--- src/rtl/irq_sched_pkg.sv ---
// irq_sched_pkg: shared state encoding and constants for the interrupt scheduler
package irq_sched_pkg;
   typedef enum logic [1:0] {IDLE, EDGE, GAP, LEVEL} irq_state_t;
   localparam logic [15:0] CNT16_MAX = 16'hFFFF;
endpackage

--- src/rtl/irq_sched_sat_cnt16.sv ---
// sat_cnt16: 16-bit event counter that sticks at its maximum instead of wrapping
module sat_cnt16
   import irq_sched_pkg::*;
(
   input  logic        clk100,
   input  logic        rst_n,
   input  logic        inc,
   output logic [15:0] q
);
   always_ff @(posedge clk100 or negedge rst_n)
      if (!rst_n) q <= '0;
      else if (inc && q != CNT16_MAX) q <= q + 16'd1;
endmodule

--- src/rtl/irq_sched.sv ---
// irq_sched: periodic edge irq, fixed gap, then level irq held until ack or timeout
module irq_sched
   import irq_sched_pkg::*;
#(
   parameter int unsigned PERIOD  = 120_000_000,
   parameter int unsigned EDGE_W  = 256,
   parameter int unsigned GAP     = 65536,
   parameter int unsigned LVL_TMO = 10_000_000,
   parameter int unsigned CNT_W   = 32
)(
   input  logic        clk100,
   input  logic        rst_n,
   input  logic        en,
   input  logic        lvl_ack,
   output logic        irq_edge,
   output logic        irq_level,
   output logic        busy,
   output logic [15:0] ovr_cnt,
   output logic [15:0] tmo_cnt
);
   localparam logic [CNT_W-1:0] P_LAST = CNT_W'(PERIOD - 1);
   localparam logic [CNT_W-1:0] E_LAST = CNT_W'(EDGE_W - 1);
   localparam logic [CNT_W-1:0] G_LAST = CNT_W'(GAP - 1);
   localparam logic [CNT_W-1:0] T_LAST = CNT_W'(LVL_TMO - 1);
   logic [CNT_W-1:0] cnt, ph;
   irq_state_t state, nxt;
   logic trig, tmo, edge_d, level_d, busy_d;
   assign trig = en && cnt == P_LAST;
   assign tmo  = state == LEVEL && !lvl_ack && ph == T_LAST;
   always_ff @(posedge clk100 or negedge rst_n)
      if (!rst_n) cnt <= '0;
      else cnt <= (!en || cnt == P_LAST) ? '0 : cnt + CNT_W'(1);
   always_ff @(posedge clk100 or negedge rst_n)
      if (!rst_n) begin
         state     <= IDLE;
         ph        <= '0;
         irq_edge  <= 1'b0;
         irq_level <= 1'b0;
         busy      <= 1'b0;
      end else begin
         state     <= nxt;
         ph        <= (nxt != state || state == IDLE) ? '0 : ph + CNT_W'(1);
         irq_edge  <= edge_d;
         irq_level <= level_d;
         busy      <= busy_d;
      end
   // ack takes priority over the timeout in the last LEVEL cycle
   always_comb begin
      nxt = state;
      case (state)
         IDLE:               nxt = trig ? EDGE : IDLE;
         EDGE:               nxt = ph == E_LAST ? irq_sched_pkg::GAP : EDGE;
         irq_sched_pkg::GAP: nxt = ph == G_LAST ? LEVEL : irq_sched_pkg::GAP;
         default:            nxt = (lvl_ack || ph == T_LAST) ? IDLE : LEVEL;
      endcase
   end
   always_comb begin
      edge_d  = nxt == EDGE;
      level_d = nxt == LEVEL;
      busy_d  = nxt != IDLE;
   end
   sat_cnt16 u_ovr (.clk100(clk100), .rst_n(rst_n), .inc(trig && state != IDLE), .q(ovr_cnt));
   sat_cnt16 u_tmo (.clk100(clk100), .rst_n(rst_n), .inc(tmo), .q(tmo_cnt));
endmodule

--- config.mk ---
export PLATFORM = sky130hd
export DESIGN_NAME = irq_sched
export DESIGN_NICKNAME = d
export VERILOG_FILES = /design/src/rtl/irq_sched_pkg.sv /design/src/rtl/irq_sched_sat_cnt16.sv /design/src/rtl/irq_sched.sv
export SDC_FILE = /design/constraint.sdc
export NUM_CORES = 1
export LEC_CHECK = 0
export CORE_ASPECT_RATIO = 1.5
export CORE_MARGIN = 2
export CORE_UTILIZATION = 30
export CTS_CLUSTER_DIAMETER = 200
export DETAILED_ROUTE_END_ITERATION = 8
export PLACE_DENSITY = 0.45
export SYNTH_ARGS = -nofsm -noshare
export SYNTH_HDL_FRONTEND = slang
export SYNTH_SLANG_ARGS = --single-unit
--- constraint.sdc ---
create_clock -name clk100 -period 2.65 [get_ports clk100]
set_input_delay 0.3975 -clock clk100 [delete_from_list [all_inputs] [get_ports clk100]]
set_output_delay 0.3975 -clock clk100 [all_outputs]
set_load 0.005 [all_outputs]
---- Yosys cells after proc, flatten, opt, wreduce, memory -nomap -nowiden ----
Cells that the tools add are included.
storage, ports and cells
  output and inout port bits .............. 35
  input bits .............................. 4
  register bits ........................... 101
  logic and storage cells ................. 45
operators by class
  $add $sub $neg .......................... 4
  reduce and logical (&&, ||, !) cells .... 14
  mux-type cells .......................... 7
  equal/unequal tests ..................... 12
operators by type and width
  kind                   count
  $add 32x1->32 const B  2
  $mux 32                2
  $add 16x1->16 const B  2
  $eq 32x16->1 const B   1
  $eq 32x24->1 const B   1
  $eq 32x27->1 const B   1
  $eq 32x8->1 const B    1
  $ne 16x16->1 const B   2
  $eq 2x2->1 const B     3
  $logic_and 1x1->1      6
  $pmux 2 s3             1
  $eq 2x1->1 const B     2
  $mux 2                 2
  $reduce_bool 2->1      2
  $logic_or 1x1->1       3
  $logic_not 1->1        2
  $logic_not 2->1        1
  $mux 1                 2
  $ne 2x2->1             1

---- Longest topological paths before layout ----
Gate-level depths: netlist (run 1).
  depth after elaboration ................. 7
  depth in mapped cells ................... 8
  gate-level depth less buffers ........... 6

---- Modules after synthesis ----
From an unflattened synthesis (run 1), not the netlist that was laid out.
unflattened totals
  cell total of the unflattened synthesis .. 531
  area total of the unflattened synthesis .. 5430.2 sq um
modules (own cells, without submodules)
  module     area an instance (sq um)  instances  sequential area each (sq um)  cells an instance
  irq_sched  3711.1                    1          1726.7                        387
  sat_cnt16  859.6                     2          400.4                         72

---- Least setup slack after synthesis (run 1) ----
OpenSTA, ideal clock, no wires.
  path kind ............................... register to register
  from .................................... reg cnt[0]
  to ...................................... reg u_ovr.q[1]
  cell stages (with the launch flop) ...... 7
  library setup time ...................... 0.128 ns
  data required time ...................... 2.522 ns
  arrival time ............................ 2.114 ns
  buffers on the path ..................... 0
  clock period less this slack ............ 2.242 ns
  setup slack ............................. 0.408 ns
  cells stage by stage .................... dfrtp_1 ha_1 and4_1 nand3_1 or4b_1 a41o_1 mux2_1
between the ends
  cells in the longest elaborated chain, start to end .. 4
ends and longest elaborated chain
  what                      line                       text
  start: declaration        irq_sched.sv:25            logic [CNT_W-1:0] cnt, ph;
  start signal: assignment  irq_sched.sv:32            else cnt <= (!en || cnt == P_LAST) ? '0 : cnt + CNT_W'(1);
  $eq 32x27->1              irq_sched.sv:28            assign trig = en && cnt == P_LAST;
  $logic_and 1x1->1         irq_sched.sv:28
  $logic_and 1x1->1         irq_sched.sv:62            sat_cnt16 u_ovr (.clk100(clk100), .rst_n(rst_n), .inc(trig && state != IDLE), .q(ovr_cnt));
  $logic_and 1x1->1         irq_sched_sat_cnt16.sv:12  else if (inc && q != CNT16_MAX) q <= q + 16'd1;
  end signal: assignment    irq_sched_sat_cnt16.sv:12
  end: declaration          irq_sched_sat_cnt16.sv:8   output logic [15:0] q
Every way passes these cells.
A chain may end at the register's enable or synchronous reset.

---- Final worst setup path (run 1) ----
  from .................................... reg ph[0]
  to ...................................... reg u_tmo.q[1]
between the ends
  cells in the longest elaborated chain, start to end .. 3
ends and longest elaborated chain
  what                      line                       text
  start: declaration        irq_sched.sv:25
  start signal: assignment  irq_sched.sv:42            ph <= (nxt != state || state == IDLE) ? '0 : ph + CNT_W'(1);
  $eq 32x24->1              irq_sched.sv:29            assign tmo = state == LEVEL && !lvl_ack && ph == T_LAST;
  $logic_and 1x1->1         irq_sched.sv:29
  $logic_and 1x1->1         irq_sched_sat_cnt16.sv:12
  end signal: assignment    irq_sched_sat_cnt16.sv:12
  end: declaration          irq_sched_sat_cnt16.sv:8
Every way passes these cells.

==> run summary, run 1 <==
outcome - completed
largest net degree at the start of global routing - 49
Max Buffers Root-to-Sink - 2
Final setup viols - 0
share of the synthesized area in the top cell type - 49.1%
dpl cells - 775
Worst-path clk slew - 70 ps
Sinks on Clock Net - 101
Fillers - 1690
Req. time, crit path - 2890 ps
Syn Area/Cell - 9.71 um^2
floorplan row count - 58
final hold vios - 0
DR WL/cell - 15.1 um
layout cells sized above 1 - 6.02%
Tcrit/Tclk final - 88.9%
CP startpoint - ph[0]
DRC - 0
reg2reg start - ph[0]
Port Buf Inserts - 38
via/cell ratio - 5.04
Post-Syn Area - 0.00515 mm^2
R2R setup slack - 290 ps
# IOs - 39
Root Buffer - clkbuf_16
worst r2r dst - u_tmo.q[1]
Critical Path Fanout Max - 15
Worst path slowest cell - nor4_2
TritonRoute pass-1 iters - 4
Die W - 111 um
power density cells - 568 mW/mm^2
number of global-route vias before repair - 4153
GRT Total Usage - 14.0%
ANT cells - 0
async set-reset flop share out of synthesis - 100%
syn nets - 538
Synth-to-Final Area Change - 19.6%
YS warnings - 0
Leak - 2.47 nW
Area contributors post-synth - dfrtp_1, xnor2_1, nor2_1, xor2_1, nand3_1
RD Place Congestion - 0.779
total clock buffers created by CTS - 9
Mapped Cells - 530
first-pass GRT wire length - 20.7 mm
Slew @ Worst Pin - 688 ps
ys flop type - dfrtp_1
CP Cell Sequence - ha_1, and3_1, nand3_1, nor4_2, buf_12, and2_1, mux2_1
final setup margin - 295 ps
HP Class - input port to asynchronous set/reset pin
Crit path largest cell delay - 420 ps
Final nets - 584
Critical Path End - u_tmo.q[1]
Critical Path End Type - flip-flop
Post-CTS Setup Repair Bufs - 0
total negative slack - 0 ps
max-slew violation count - 0
clk_lat worst skew - 350 ps
Worst Skew - 8.97 ps
pre-CTS setup slack - 243 ps
TritonCTS clock tree - yes
Starting Density - 30.7%
die area - 0.0182 mm^2
number of max-cap violations - 0
FF-to-FF path depth - 7
Slew HR - 54.2%
CTS H-tree lvls - 3
Core Util, Final - 36.7%
post-route ant nets - 0
Critical Path AT - 2590 ps
maximum clock frequency - 0.425 GHz
CORE AREA - 0.0168 mm^2
crit path launch type - flip-flop
register area share after synthesis - 49.1%
GR Overflow Total - 0
initial antenna violation count - 0
worst vdd ir - 0.349 mV
Cell variety after synth - 45
drt total wl - 12.0 mm
Post-DP HPWL - 8.50 mm
synthesized flop and latch total - 101
Final min period - 2360 ps
via count - 3986
Post-synth EDFFs - 0
hold buffers post-CTS - 0
RSZ-0062 raised after global routing - false
Crit Path Class - flip-flop to flip-flop
fin cells - 791
Resized cells post-CTS - 0
1st-iter DRT viols - 189
Yosys top cell by area - dfrtp_1
die height - 164 um
state kept, by name, indices dropped and copies added (netlist names):
signal and count:
busy 1, irq_edge 1, irq_level 1, u_ovr.q 16, ph 32, cnt 32
u_tmo.q 16, state 2
power breakdown:
part	internal, mW	leakage (nW)	switching, mW
combinational	0.145	1.00	0.164
sequential	1.68	1.32	0.170
clock	0.762	0.144	0.579
total	2.59	2.47	0.913
layer usage:
metal | up-vias | part of all wire, % | global-route usage [%]
li1 | 1958 | - | -
met1 | 1958 | 44 | 16.6
met2 | 53 | 52 | 25.0
met3 | 17 | 1.9 | 1.65
met4 | 0 | 2.4 | 7.22
met5 | - | 0 | 0
final cells by class:
type,count,area (um^2),area share [%]
multi-input combinational,399,2510,40.7
tap,210,263,4.27
clock inverter,3,43.8,0.711
clock buffer,13,250,4.06
timing repair buffer,52,520,8.45
sequential,101,2530,41.0
inverter,13,48.8,0.792
per-stage QoR:
step | power (mW) | hold WS [ps] | cell area (um^2)
2_1_floorplan | 2.06 | 102 | 5150
3_3_place_gp | 2.18 | 460 | 5870
3_5_place_dp | 2.19 | 477 | 5870
4_1_cts | 3.57 | 110 | 6160
5_1_grt | 3.68 | 133 | 6160
6_report | 3.50 | 81.3 | 6160
cell usage after synthesis, types with 2 or more instances:
library cell	instances
nor4_1	20
and4_1	13
xor2_1	28
a21oi_1	6
nand2b_1	3
mux2_1	2
nand4_1	23
a21boi_0	2
o21a_1	2
o21ba_2	2
nor2b_1	2
nor2_1	74
inv_1	13
xnor2_1	53
nand2_1	34
nor3_1	19
nand4b_1	4
or3_1	7
ha_1	4
dfrtp_1	101
or4_1	2
nor4b_1	6
nor4bb_1	2
nor3b_1	7
o21ai_0	9
and3_1	19
and2_1	3
buf_2	2
clkbuf_1	14
nand3_1	39
worst max-delay path: cells and delay by family, from the launching register on:
| kind | cells | cell delay (ps) |
|---|---|---|
| buffers and inverters | 1 | 190 |
| flip-flops | 1 | 390 |
| multiplexers | 1 | 330 |
| adder cells (fa/ha/maj) | 1 | 190 |
| AND/OR/NAND/NOR | 4 | 1130 |
worst min-delay path by stage:
stage / start / to / cells after the start
floorplan: rst_n / busy / 0
global placement: ph[0] / ph[0] / 1
detailed placement: u_ovr.q[14] / u_ovr.q[14] / 1
CTS: rst_n / cnt[16] / 1
global route: rst_n / cnt[16] / 1
finish: rst_n / cnt[21] / 1
cell usage in the layout (no fill, tap or decap), types with 2 or more instances in the layout:
cell type / n
nor4_1: 20
nand4b_1: 4
dfrtp_1: 101
clkbuf_1: 3
clkdlybuf4s50_1: 37
nand2b_1: 3
o21ai_0: 9
o21ba_2: 2
buf_4: 12
ha_1: 4
nand3_1: 39
nor4b_1: 6
a21boi_0: 2
o21a_1: 2
xnor2_1: 53
or4_1: 2
and4_1: 13
inv_1: 13
nor4bb_1: 2
and3_1: 19
a21oi_1: 6
nand4_1: 23
nor3_1: 19
clkbuf_16: 9
nor2_1: 74
xor2_1: 28
nor3b_1: 7
buf_12: 3
or3_1: 7
nand2_1: 34
mux2_1: 2
nor2b_1: 2
and2_1: 3
cells by family after synthesis:
logic type,synth area share (%)
compound gates,3.62
buf+inv,2.24
xor+xnor,13.8
fa+ha+maj,0.972
flops,49.1
simple gates,29.6
mux,0.656
Note: power is estimated with default switching activity, not from simulation.
==> run 2, diff against run 1 <==
--- a/config.mk
+++ b/config.mk
@@ -9,6 +9,7 @@
 export CORE_MARGIN = 2
 export CORE_UTILIZATION = 30
 export CTS_CLUSTER_DIAMETER = 200
+export CTS_CLUSTER_SIZE = 8
 export DETAILED_ROUTE_END_ITERATION = 8
 export PLACE_DENSITY = 0.45
 export SYNTH_ARGS = -nofsm -noshare
==> results of run 2 <==
Same layout as run 1: the final DEF is identical, and so are final timing and power.
==> run 3, diff against run 2 <==
--- a/config.mk
+++ b/config.mk
@@ -12,6 +12,7 @@
 export CTS_CLUSTER_SIZE = 8
 export DETAILED_ROUTE_END_ITERATION = 8
 export PLACE_DENSITY = 0.45
+export RECOVER_POWER = 100
 export SYNTH_ARGS = -nofsm -noshare
 export SYNTH_HDL_FRONTEND = slang
 export SYNTH_SLANG_ARGS = --single-unit
==> constraint.sdc (replaced) <==
create_clock -name clk100 -period 2.7 [get_ports clk100]
set_input_delay 0.405 -clock clk100 [delete_from_list [all_inputs] [get_ports clk100]]
set_output_delay 0.405 -clock clk100 [all_outputs]
set_load 0.005 [all_outputs]
==> run 3 against run 2 <==
  * Worst hold slack gained 400 ps
  * Global-route usage shrank 0.38 points
  * Non-clock buffer count shrank 2
  * Utilization shrank 0.22 points
  * Design area shrank 0.59%
  * Combinational power shrank 4%
  * Largest cell class unchanged
  * Critical path depth shrank 1
  * Wire length shrank 1.9%
==> run summary, run 3 (same netlist as run 1, synthesis figures left out) <==
Critical Path AT - 2720 ps (+130 ps)
floorplan row count - 58 (unchanged)
GRT Total Usage - 13.6% (-0.38 points)
Req. time, crit path - 2940 ps (+50 ps)
power density cells - 559 mW/mm^2 (-1.6%)
Synth-to-Final Area Change - 18.9%
number of global-route vias before repair - 4073 (-1.9%)
post-route ant nets - 0 (unchanged)
layer with the highest usage - met2
final setup margin - 220 ps (-74.6 ps)
multi-input logic area - 0.00251 mm^2 (unchanged)
via count - 3984 (-0.050%)
outcome - completed
most frequent cells in the layout - dfrtp_1, nor2_1, xnor2_1
met2 usage - 24.3% (-0.75 points)
layout cells sized above 1 - 5.18% (-0.84 points)
Leak - 2.54 nW (+3.2%)
DRC - 0 (unchanged)
commonest non-fill, non-tap cell in the layout - dfrtp_1
GR Overflow Total - 0 (unchanged)
Final setup viols - 0 (unchanged)
fin cells - 789 (-0.25%)
maximum clock frequency - 0.403 GHz (-5.0%)
Slew @ Worst Pin - 1450 ps (+760 ps)
pre-CTS setup slack - 203 ps (-39.4 ps)
Sinks on Clock Net - 101 (unchanged)
Port Buf Inserts - 38 (unchanged)
CTS H-tree lvls - 3 (unchanged)
GR met1 Demand/Resource - 15.9% (-0.69 points)
drt total wl - 11.7 mm (-1.9%)
CORE AREA - 0.0168 mm^2 (unchanged)
Final min period - 2480 ps (+125 ps)
ANT cells - 0 (unchanged)
die area - 0.0182 mm^2 (unchanged)
initial antenna violation count - 0 (unchanged)
Crit Path Class - flip-flop to flip-flop
Root Buffer - clkbuf_16
DR WL/cell - 14.9 um (-1.6%)
met3 Usage GRT - 2.68% (+1.0 points)
Worst Skew - 7.59 ps (-1.38 ps)
Fillers - 1693 (+0.18%)
largest registers - cnt: 32 flops, ph: 32 flops
final hold vios - 0 (unchanged)
register area - 0.00253 mm^2 (unchanged)
1st-iter DRT viols - 243 (+29%)
max-slew violation count - 0 (unchanged)
TritonCTS clock tree - yes
die height - 164 um (unchanged)
Total Power - 3.42 mW (-2.2%)
Max Buffers Root-to-Sink - 2 (unchanged)
Resized cells post-CTS - 0 (unchanged)
worst vdd ir - 0.351 mV (+0.40%)
HP Class - flip-flop to flip-flop
Critical Path End Type - flip-flop
Die W - 111 um (unchanged)
total clock buffers created by CTS - 9 (unchanged)
Critical Path Fanout Max - 7 (-8)
Area after DPL - 0.00586 mm^2 (-0.17%)
first-pass GRT wire length - 20.0 mm (-3.1%)
Starting Density - 30.7% (unchanged)
via/cell ratio - 5.05 (+0.20%)
crit path launch type - flip-flop
Slew HR - 3.53% (-51 points)
RD Place Congestion - 0.792 (+1.7%)
TritonRoute pass-1 iters - 4 (unchanged)
Post-DP HPWL - 8.31 mm (-2.2%)
dpl cells - 772 (-0.39%)
# IOs - 39 (unchanged)
Tcrit/Tclk final - 91.8% (+3.0 points)
RSZ-0062 raised after global routing - false
number of max-cap violations - 0 (unchanged)
Worst-path clk slew - 70 ps (about the same)
largest net degree at the start of global routing - 78 (+59%)
Final Cell Area - 0.00612 mm^2 (-0.59%)
Post-CTS Setup Repair Bufs - 0 (unchanged)
Final nets - 582 (-0.34%)
total negative slack - 0 ps (unchanged)
clk_lat worst skew - 350 ps (about the same)
run 3: changes by cell type in the layout (fill, tap and decap cells not counted), moves of 2 or more:
| cell | delta |
|---|---|
| and2_0 | +2 |
| and2_1 | -2 |
| buf_4 | -7 |
| clkbuf_1 | +2 |
| clkbuf_4 | +2 |
| clkdlybuf4s50_1 | -35 |
| dlygate4sd3_1 | +36 |
run 3: layout make-up:
cell class / instances / area share [%]
clock buffers: 12 / 4.03
clock inverters: 4 / 0.776
inverters: 13 / 0.797
multi-input cells: 399 / 40.9
flip-flops and latches: 101 / 41.3
well taps: 210 / 4.29
repair buffers: 50 / 7.91
run 3: critical path, stage by stage, from the launching register on:
cell	delay (ps)
dfrtp_1	450
ha_1	300
and4_1	240
nand3_1	160
or4b_1	630
a41o_1	270
mux2_1	310
run 3: layer usage:
layer,vias to the layer above,routed length [um]
met4,0,251
met1,1961,5160
met5,-,0
met3,19,241
li1,1964,-
met2,40,6090
run 3: path summary, 6_finish.rpt:
| check | startpoint | slack [ps] | cells past startpoint | endpoint |
|---|---|---|---|---|
| max | cnt[0] | 220 | 6 | u_ovr.q[1] |
| min | u_ovr.q[14] | 480 | 1 | u_ovr.q[14] |
| max reg2reg | cnt[0] | 220 | 6 | u_ovr.q[1] |
| min reg2reg | u_ovr.q[14] | 480 | 1 | u_ovr.q[14] |
| max in group asynchronous | rst_n | 690 | 3 | ph[12] |
| min in group asynchronous | rst_n | 930 | 2 | cnt[24] |
run 3: repair_timing:
item,in CTS,in global routing
hold buffers,1,0
setup endpoints to repair,0,0
hold endpoints to repair,24,0
run 3: power by group:
part           internal [mW]  switching (mW)  leakage (nW)
logic                  0.141           0.155          1.08
registers               1.65           0.165          1.32
clock network          0.742           0.570         0.143
run 3: metrics by stage:
| stage | util (%) | hold slack (ps) |
|---|---|---|
| after CTS | 36.7 | 494 |
| after global placement | 34.9 | 336 |
| final | 36.5 | 484 |
| after global routing | 36.5 | 515 |
| after detailed placement | 34.9 | 346 |
| after floorplan | - | 109 |
